`config.mk`:
```
export PLATFORM = sky130hd
export DESIGN_NAME = uart_rx_fifo_param
export DESIGN_NICKNAME = d
export VERILOG_FILES = /design/src/rtl/uart_rx_fifo_param.sv
export SDC_FILE = /design/constraint.sdc
export NUM_CORES = 1
export LEC_CHECK = 0
export BUFFER_PORTS_ARGS = -buffer_cell sky130_fd_sc_hd__buf_2
export CAP_MARGIN = 15
export CORE_MARGIN = 2
export CORE_UTILIZATION = 42
export CTS_BUF_LIST = sky130_fd_sc_hd__clkbuf_4 sky130_fd_sc_hd__clkbuf_8
export DETAILED_ROUTE_END_ITERATION = 16
export GPL_TIMING_DRIVEN = 1
export SKIP_CTS_REPAIR_TIMING = 1
export SYNTH_ARGS = -nofsm -noshare
export SYNTH_HDL_FRONTEND = slang
export SYNTH_SLANG_ARGS = --single-unit
```
`constraint.sdc`:
```
create_clock -name clk -period 4 [get_ports clk]
set_input_delay 0.4 -clock clk [delete_from_list [all_inputs] [get_ports clk]]
set_output_delay 0.4 -clock clk [all_outputs]
set_load 0.005 [all_outputs]
```
`src/rtl/uart_rx_fifo_param.sv`:
```
// UART receive channel: synchronised, oversampled, majority-voted frame decoder
// feeding a first-word-fall-through FIFO that keeps parity/framing errors per entry.
module uart_rx_fifo_param #(
  parameter int DATA_BITS   = 8,
  parameter int OVERSAMPLE  = 16,
  parameter int DIV_W       = 16,
  parameter int FIFO_DEPTH  = 8,
  parameter int RTS_THRESH  = 7,
  parameter int SYNC_STAGES = 2
) (
  input  logic                                 clk,
  input  logic                                 nReset,
  input  logic                                 rx,
  input  logic [DIV_W-1:0]                     divisor,
  input  logic [1:0]                           parity_mode,
  input  logic                                 two_stop,
  input  logic                                 clear,
  input  logic                                 rd_en,
  output logic [DATA_BITS-1:0]                 rd_data,
  output logic                                 rd_perr,
  output logic                                 rd_ferr,
  output logic                                 rd_valid,
  output logic [$clog2(FIFO_DEPTH+1)-1:0]      count,
  output logic                                 full,
  output logic                                 rts,
  output logic                                 busy,
  output logic                                 parity_err,
  output logic                                 frame_err,
  output logic                                 overrun,
  output logic                                 brk
);

  localparam int CW   = $clog2(FIFO_DEPTH + 1);
  localparam int PW   = $clog2(FIFO_DEPTH);
  localparam int PH_W = $clog2(OVERSAMPLE);
  localparam int BW   = $clog2(DATA_BITS + 1);
  localparam int EW   = DATA_BITS + 2;
  localparam logic [PH_W-1:0] PH_S0   = PH_W'(OVERSAMPLE / 2 - 1);
  localparam logic [PH_W-1:0] PH_S1   = PH_W'(OVERSAMPLE / 2);
  localparam logic [PH_W-1:0] PH_S2   = PH_W'(OVERSAMPLE / 2 + 1);
  localparam logic [PH_W-1:0] PH_LAST = PH_W'(OVERSAMPLE - 1);

  typedef enum logic [2:0] {S_IDLE, S_START, S_DATA, S_PARITY, S_STOP1, S_STOP2} state_t;

  function automatic logic maj3(input logic a, input logic b, input logic c);
    return (a & b) | (a & c) | (b & c);
  endfunction

  function automatic logic xor_red(input logic [DATA_BITS-1:0] v);
    return ^v;
  endfunction

  logic [SYNC_STAGES-1:0] sync_q, sync_d;
  logic                   rx_prev_q;
  logic [DIV_W-1:0]       tcnt_q, tcnt_d;
  logic [PH_W-1:0]        phase_q, phase_d;
  state_t                 state_q, state_d;
  logic [BW-1:0]          bitcnt_q, bitcnt_d;
  logic [DATA_BITS-1:0]   data_q, data_d;
  logic                   s0_q, s0_d, s1_q, s1_d;
  logic                   pbit_q, pbit_d, perr_q, perr_d, ferr1_q, ferr1_d;
  logic [EW-1:0]          mem_q [FIFO_DEPTH];
  logic [PW-1:0]          wr_ptr_q, wr_ptr_d, rd_ptr_q, rd_ptr_d;
  logic [CW-1:0]          count_q, count_d;
  logic                   perr_flag_q, perr_flag_d, ferr_flag_q, ferr_flag_d;
  logic                   ovr_q, ovr_d, brk_q, brk_d;
  logic                   rx_s, tick_s, decide_s, vote_s;
  logic                   push_s, push_perr_s, push_ferr_s, brk_cond_s;
  logic                   full_s, empty_s, pop_s, wr_s;
  logic [EW-1:0]          head_s;

  assign rx_s     = sync_q[SYNC_STAGES-1];
  assign tick_s   = (tcnt_q >= divisor);
  assign decide_s = tick_s && (phase_q == PH_S2) && (state_q != S_IDLE);
  assign vote_s   = maj3(s0_q, s1_q, rx_s);

  // rx synchroniser shift
  always_comb begin
    sync_d = {sync_q[SYNC_STAGES-2:0], rx};
  end

  // tick/phase timing, majority sampling and frame FSM
  always_comb begin
    state_d     = state_q;
    phase_d     = phase_q;
    tcnt_d      = tick_s ? {DIV_W{1'b0}} : tcnt_q + DIV_W'(1);
    bitcnt_d    = bitcnt_q;
    data_d      = data_q;
    s0_d        = s0_q;
    s1_d        = s1_q;
    pbit_d      = pbit_q;
    perr_d      = perr_q;
    ferr1_d     = ferr1_q;
    push_s      = 1'b0;
    push_perr_s = perr_q;
    push_ferr_s = 1'b0;
    brk_cond_s  = 1'b0;
    if (clear) begin
      state_d  = S_IDLE;
      phase_d  = {PH_W{1'b0}};
      tcnt_d   = {DIV_W{1'b0}};
      bitcnt_d = {BW{1'b0}};
    end else begin
      if (tick_s && (state_q != S_IDLE)) begin
        if (phase_q == PH_S0) begin
          s0_d = rx_s;
        end else if (phase_q == PH_S1) begin
          s1_d = rx_s;
        end else begin
          s0_d = s0_q;
        end
        phase_d = (phase_q == PH_LAST) ? {PH_W{1'b0}} : phase_q + PH_W'(1);
      end else begin
        phase_d = phase_q;
      end
      case (state_q)
        S_IDLE: begin
          phase_d = {PH_W{1'b0}};
          if (rx_prev_q && !rx_s) begin
            state_d  = S_START;
            tcnt_d   = {DIV_W{1'b0}};
            bitcnt_d = {BW{1'b0}};
            pbit_d   = 1'b0;
            perr_d   = 1'b0;
            ferr1_d  = 1'b0;
          end else begin
            state_d = S_IDLE;
          end
        end
        S_START: begin
          if (decide_s) begin
            state_d = vote_s ? S_IDLE : S_DATA;
          end else begin
            state_d = S_START;
          end
        end
        S_DATA: begin
          if (decide_s) begin
            data_d = {vote_s, data_q[DATA_BITS-1:1]};
            if (bitcnt_q == BW'(DATA_BITS - 1)) begin
              bitcnt_d = {BW{1'b0}};
              state_d  = ((parity_mode == 2'b01) || (parity_mode == 2'b10)) ? S_PARITY : S_STOP1;
            end else begin
              bitcnt_d = bitcnt_q + BW'(1);
            end
          end else begin
            state_d = S_DATA;
          end
        end
        S_PARITY: begin
          if (decide_s) begin
            pbit_d  = vote_s;
            perr_d  = ((xor_red(data_q) ^ vote_s) != (parity_mode == 2'b10));
            state_d = S_STOP1;
          end else begin
            state_d = S_PARITY;
          end
        end
        S_STOP1: begin
          if (decide_s) begin
            ferr1_d = !vote_s;
            if (two_stop) begin
              state_d = S_STOP2;
            end else begin
              push_s      = 1'b1;
              push_ferr_s = !vote_s;
              brk_cond_s  = (data_q == {DATA_BITS{1'b0}}) && !pbit_q && !vote_s;
              state_d     = S_IDLE;
            end
          end else begin
            state_d = S_STOP1;
          end
        end
        S_STOP2: begin
          if (decide_s) begin
            push_s      = 1'b1;
            push_ferr_s = ferr1_q || !vote_s;
            brk_cond_s  = (data_q == {DATA_BITS{1'b0}}) && !pbit_q && ferr1_q;
            state_d     = S_IDLE;
          end else begin
            state_d = S_STOP2;
          end
        end
        default: state_d = S_IDLE;
      endcase
    end
  end

  // FIFO bookkeeping and sticky status; a full FIFO accepts a push only alongside a pop
  always_comb begin
    full_s      = (count_q == CW'(FIFO_DEPTH));
    empty_s     = (count_q == {CW{1'b0}});
    pop_s       = rd_en && !empty_s && !clear;
    wr_s        = push_s && !clear && (!full_s || pop_s);
    wr_ptr_d    = wr_s ? wr_ptr_q + PW'(1) : wr_ptr_q;
    rd_ptr_d    = pop_s ? rd_ptr_q + PW'(1) : rd_ptr_q;
    count_d     = count_q;
    perr_flag_d = perr_flag_q || (push_s && push_perr_s);
    ferr_flag_d = ferr_flag_q || (push_s && push_ferr_s);
    ovr_d       = ovr_q || (push_s && full_s && !pop_s);
    brk_d       = push_s && brk_cond_s;
    if (clear) begin
      wr_ptr_d    = {PW{1'b0}};
      rd_ptr_d    = {PW{1'b0}};
      count_d     = {CW{1'b0}};
      perr_flag_d = 1'b0;
      ferr_flag_d = 1'b0;
      ovr_d       = 1'b0;
      brk_d       = 1'b0;
    end else if (wr_s && !pop_s) begin
      count_d = count_q + CW'(1);
    end else if (pop_s && !wr_s) begin
      count_d = count_q - CW'(1);
    end else begin
      count_d = count_q;
    end
  end

  // state registers
  always_ff @(posedge clk or negedge nReset) begin
    if (!nReset) begin
      sync_q      <= {SYNC_STAGES{1'b1}};
      rx_prev_q   <= 1'b1;
      tcnt_q      <= {DIV_W{1'b0}};
      phase_q     <= {PH_W{1'b0}};
      state_q     <= S_IDLE;
      bitcnt_q    <= {BW{1'b0}};
      data_q      <= {DATA_BITS{1'b0}};
      s0_q        <= 1'b1;
      s1_q        <= 1'b1;
      pbit_q      <= 1'b0;
      perr_q      <= 1'b0;
      ferr1_q     <= 1'b0;
      wr_ptr_q    <= {PW{1'b0}};
      rd_ptr_q    <= {PW{1'b0}};
      count_q     <= {CW{1'b0}};
      perr_flag_q <= 1'b0;
      ferr_flag_q <= 1'b0;
      ovr_q       <= 1'b0;
      brk_q       <= 1'b0;
    end else begin
      sync_q      <= sync_d;
      rx_prev_q   <= rx_s;
      tcnt_q      <= tcnt_d;
      phase_q     <= phase_d;
      state_q     <= state_d;
      bitcnt_q    <= bitcnt_d;
      data_q      <= data_d;
      s0_q        <= s0_d;
      s1_q        <= s1_d;
      pbit_q      <= pbit_d;
      perr_q      <= perr_d;
      ferr1_q     <= ferr1_d;
      wr_ptr_q    <= wr_ptr_d;
      rd_ptr_q    <= rd_ptr_d;
      count_q     <= count_d;
      perr_flag_q <= perr_flag_d;
      ferr_flag_q <= ferr_flag_d;
      ovr_q       <= ovr_d;
      brk_q       <= brk_d;
    end
  end

  // entry storage, no reset needed since reads are gated by count
  always_ff @(posedge clk) begin
    if (wr_s) begin
      mem_q[wr_ptr_q] <= {push_ferr_s, push_perr_s, data_q};
    end
  end

  assign head_s     = empty_s ? {EW{1'b0}} : mem_q[rd_ptr_q];
  assign rd_data    = head_s[DATA_BITS-1:0];
  assign rd_perr    = head_s[DATA_BITS];
  assign rd_ferr    = head_s[DATA_BITS+1];
  assign rd_valid   = !empty_s;
  assign count      = count_q;
  assign full       = full_s;
  assign rts        = (count_q >= CW'(RTS_THRESH));
  assign busy       = (state_q != S_IDLE);
  assign parity_err = perr_flag_q;
  assign frame_err  = ferr_flag_q;
  assign overrun    = ovr_q;
  assign brk        = brk_q;

endmodule
```
== Word level (Yosys, flattened, before mapping) ==
Memories as Yosys holds them, arrays and structs flattened.
Index checks and enable logic that the tools add are counted.
W data, S select, Z words.
Storage, ports and cells
  register bits: 57
  memory bits (writable): 80
  bits of input ports: 24
  output and inout port bits: 22
  logic and storage cells: 168
  memories kept: 1
Cells by class
  add/sub/neg operators: 7
  order comparisons: 2
  equality and inequality tests: 20
  muxes and demuxes: 61
  bitwise logic cells: 8
  reductions and logical operators: 50
Memory list
  mem_q: depth 8, bits a word 10, read ports 1, clocked after memory_dff 0, write ports 1, line 62  | logic [EW-1:0] mem_q [FIFO_DEPTH];
Operators by type and width (count)
  $mux W16: 4
  $mux W4: 11
  $mux W3: 12
  $mux W1: 23
  $logic_and A1 B1 Y1: 18
  $pmux W3 S6: 1
  $add A16 B1 Y16 const B: 1
  $eq A4 B4 Y1 const B: 4
  $ge A16 B16 Y1: 1
  $add A4 B1 Y4 const B: 3
  $pmux W1 S2: 6
  $reduce_and A4 Y1: 3
  $reduce_bool A3 Y1: 4
  $mux W10: 1
  $reduce_and A3 Y1: 3
  $eq A4 B3 Y1 const B: 2
  $logic_not A1 Y1: 8
  $logic_not A8 Y1: 1
  $pmux W4 S2: 1
  $reduce_bool A2 Y1: 4
  $reduce_xor A8 Y1: 1
  $add A3 B1 Y3 const B: 2
  $eq A3 B2 Y1 const B: 2
  $eq A3 B3 Y1 const B: 2
  17 further kinds: 30

== Logic depth before layout (Yosys ltp) ==
  word-level depth: 13
  gate-level depth with buffers: 16
  gate-level depth less buffers: 15

== Worst setup path before layout ==
OpenSTA, ideal clock, no wires.
  kind: register to register
  start point: reg tcnt_q[0]
  end point: reg count_q[3], in the netlist count[3]
  setup time: 0.082 ns
  arrival time: 2.936 ns
  required time: 3.918 ns
  path slack: 0.982 ns
  cell stages (with the launch flop): 16
  buffers on the path: 1
  period minus slack after synthesis: 3.018 ns
  cells stage by stage: dfrtp_1 > inv_1 > ha_1 > nand2b_1 > a2111oi_0 > o21a_1 > o211ai_2 > and3b_1 > buf_2 > nand2_1 > ha_1 > a21o_1 > a21o_1 > nor4b_1 > mux2i_1 > a31oi_1
On the way
  cells in the longest elaborated chain, start to end: 11
  elaborated cells between the ends (all ways): 15
  classes of those cells: order compare: 1; mux: 6; reduce/logical: 8
Ends and longest elaborated chain
  start, declared: line 55  | logic [DIV_W-1:0] tcnt_q, tcnt_d;
  start signal, assigned: line 224  | tcnt_q <= {DIV_W{1'b0}};
  start signal, assigned: line 244  | tcnt_q <= tcnt_d;
  $ge A16 B16 Y1 *: line 73  | assign tick_s = (tcnt_q >= divisor);
  $logic_and A1 B1 Y1 * (2 in series): line 74  | assign decide_s = tick_s && (phase_q == PH_S2) && (state_q != S_IDLE);
  $mux W1, on equally long branches: line 175, 160
  $pmux W1 S2 *: line 116  | case (state_q)
  $mux W1 *: line 98  | if (clear) begin
  $logic_and A1 B1 Y1 * (2 in series): line 194  | wr_s = push_s && !clear && (!full_s || pop_s);
  $logic_and A1 B1 Y1 or $logic_not A1 Y1 (tied branches): line 210, 212
  $mux W4 or $logic_and A1 B1 Y1 (tied branches): line 210, 212
  $mux W4 or $reduce_bool A3 Y1 (tied branches)
  end signal, assigned: line 236  | count_q <= {CW{1'b0}};
  end signal, assigned: line 256  | count_q <= count_d;
  end, declared: line 64  | logic [CW-1:0] count_q, count_d;
Every way passes the cells marked *; elsewhere a longest branch is shown, timed or not.
A chain may end at the register's enable or synchronous reset.

== Worst setup path after layout ==
Same ends and word-level chain as after synthesis.

==> impl_metrics.json <==
{
  "outcome": "complete, no violations",
  "initial_core_util_pct": 43.1,
  "fin_crit_sh_pct": 85.7,
  "rsz0062_at_grt": "no",
  "fp.dieH_um": 129,
  "critical-path-top-delay-family": "compound AO/OA/AOI/OAI gates",
  "crit_type": "register to register",
  "grt_pass1_vias": 4164,
  "synthCells": 504,
  "combPwrFrac_pct": 21.0,
  "nNetsFinal": 616,
  "p_leak_nw": 2.80,
  "maxCapViolCount": 0,
  "end_kind": "register",
  "yosys-top-cells-area": "edfxtp_1, dfrtp_1, mux4_2, ha_1, mux2i_1",
  "p_clk_share_pct": 31.2,
  "synth_top_area_share_pct": 36.7,
  "finalCriticalPeriod_ns": 3.43,
  "cp_slowest_cell": "dfrtp_1",
  "io_pins": 46,
  "critPathBufInv": 1,
  "finalWirelength_um": 12800,
  "critPathArrivalTime_ns": 3.79,
  "r2r_setup_slack_ns": 0.57,
  "clock_latency_ns": 0.44,
  "finalHoldViolCount": 0,
  "timing.rr.start": "tcnt_q[0]",
  "via_per_inst": 5.30,
  "grt_start_max_net_pins": 38,
  "synthArstFlopShare_pct": 41.6,
  "max_slew_margin_pct": 33.5,
  "synth_fp_nets": 559,
  "rr_endpoint": "count[3]",
  "netSwitchingPower_w": 0.00101,
  "critPathRequiredTime_ns": 4.36,
  "fin_skew_ns": 0.0107,
  "yosysSeqAreaShare_pct": 58.6,
  "die_w_um": 129,
  "p_int_w": 0.00237,
  "hold_depth": 1,
  "min_to": "sync_q[0]",
  "yosysTopAreaCell": "edfxtp_1",
  "synth_edf_count": 80,
  "gp_congestion": 0.824,
  "synth_seq_cells": 137,
  "final_cell_mix": "edfxtp_1, nor2_1, dfrtp_1",
  "drive_above_1_share_pct": 22.0,
  "p_sw_share_pct": 29.9,
  "h-tree-depth": 4,
  "crit_path_max_fanout": 9,
  "grt_pass1_wl_um": 21100,
  "netlist_area_um2": 6550,
  "drt.antenna.violating_nets": 0,
  "yosys_most_used_dff": "edfxtp_1",
  "worstSetupStartpointType": "register",
  "finalHoldWorstSlack_ns": 0.0637,
  "grt_usage_pct": 16.7,
  "cts_buffers": 17,
  "grt_antenna_before_repair": 0,
  "clockBufferDepth": 2,
  "path_clk_slew_ns": 0.08,
  "fin_util_pct": 48.6,
  "io_buffers": 45,
  "via_count": 4038,
  "diodes": 0,
  "yosysWarnings": 0,
  "critPathMaxStageDelay_ns": 0.43,
  "fmax_mhz": 292,
  "drv_slew": 0,
  "cellPowerDensity_nw_per_um2": 457,
  "seq_power_share_pct": 47.8,
  "ir_worst_vdd_uv": 336,
  "setup_tns_ns": 0,
  "drcViolationCount": 0,
  "overflow": 0,
  "rr_worst_depth": 14,
  "cts-root-buf": "clkbuf_8",
  "cts_tree": "built",
  "core_um2": 15200,
  "die_area_um2": 16600,
  "post_drt_wl_per_cell_um": 16.8,
  "cts_sinks": 137,
  "dp_hpwl_um": 8880,
  "firstDrtPassIters": 4,
  "setup_violations": 0,
  "worstHoldStart": "rx",
  "synth.avg_cell_area_um2": 13.0,
  "hold_path_class": "input pin to register",
  "areaGrowthSynthToFinish_pct": 12.8,
  "worst_pin_slew_ns": 0.997,
  "cp_cell_sequence": "inv_1, ha_1, nand2b_1, a2111oi_0, o21a_1, o211ai_2, and3b_1, nand2_1, ha_1, a21o_1, a21o_1, nor4b_1, mux2i_1, a31oi_1",
  "post_synth_num_cell_types": 59,
  "drt_first_iter_violations": 202,
  "layout_commonest_cell": "edfxtp_1",
  "row_count": 45
}
## layout make-up
class	instances	area, um2
clock buffers	19	249
flip-flops and latches	137	3830
inverters	40	150
fillers	1356	7820
multi-input cells	308	2480
well taps	188	235
clock inverters	13	120
repair buffers	57	318
## cell usage after synthesis (3+ instances only)
master,count
a21o_1,4
a21oi_1,16
a31oi_1,4
and2_1,3
and3_1,4
buf_2,3
clkbuf_1,12
dfrtp_1,52
dfstp_2,5
edfxtp_1,80
ha_1,30
inv_1,40
mux2_2,4
mux2i_1,24
mux4_2,20
nand2_1,20
nand2b_1,9
nand3_1,20
nand4_1,7
nor2_1,55
nor2b_1,7
nor3_1,7
o21a_1,3
o21ai_0,7
o22ai_1,3
o32ai_1,3
xnor2_1,13
xor2_1,12
## worst max-delay path by stage
| stage | from | endpoint | slack [ns] | cells after the start |
|---|---|---|---|---|
| detailed placement | divisor[0] | count[3] | 0.56 | 14 |
| CTS | tcnt_q[0] | count[3] | 0.56 | 14 |
| global placement | divisor[0] | count[3] | 0.65 | 14 |
| finish | tcnt_q[0] | count[3] | 0.57 | 14 |
| global route | tcnt_q[0] | count[3] | 0.28 | 14 |
| floorplan | tcnt_q[0] | count[3] | 0.98 | 15 |
## power by group through the flow
stage	clock network (W)	logic [W]	registers, W
finish	0.00105	0.000710	0.00161
global route	0.00113	0.000787	0.00163
floorplan	0	0.000462	0.00158
global placement	0	0.000704	0.00165
CTS	0.00108	0.000720	0.00162
detailed placement	0	0.000718	0.00165
## cells by family after synthesis
group | count (synthesis) | synth area share [%]
buffers and inverters | 59 | 3.67
multiplexers | 49 | 11.4
XOR/XNOR | 25 | 3.34
flip-flops | 137 | 58.6
AO/OA/AOI/OAI | 53 | 5.54
adder cells (fa/ha/maj) | 32 | 6.19
AND/OR/NAND/NOR | 149 | 11.3
## through the flow
step | power [W] | setup slack [ns] | area [um2] | instances
2_1_floorplan | 0.00204 | 0.982 | 6550 | 504
3_3_place_gp | 0.00235 | 0.655 | 7010 | 729
3_5_place_dp | 0.00237 | 0.558 | 7010 | 729
4_1_cts | 0.00342 | 0.565 | 7380 | 761
5_1_grt | 0.00355 | 0.279 | 7390 | 762
6_report | 0.00338 | 0.570 | 7390 | 762
## routing by layer
layer	GRT usage (%)	vias up	wire, um
met5	0	-	0
met1	22.2	2002	6070
met3	4.12	12	457
met4	4.60	0	112
met2	27.7	76	6150
li1	-	1948	-
## registers in the layout, summed over array words and instances (netlist names)
register / cells
ferr1_q: 1
frame_err: 1
s1_q: 1
rd_ptr_q: 3
state_q: 3
brk: 1
s0_q: 1
overrun: 1
bitcnt_q: 4
tcnt_q: 16
sync_q: 2
parity_err: 1
mem_q: 80
data_q: 8
wr_ptr_q: 3
perr_q: 1
count: 4
rx_prev_q: 1
phase_q: 4
pbit_q: 1
No activity file was read; power rests on OpenSTA's default activity.
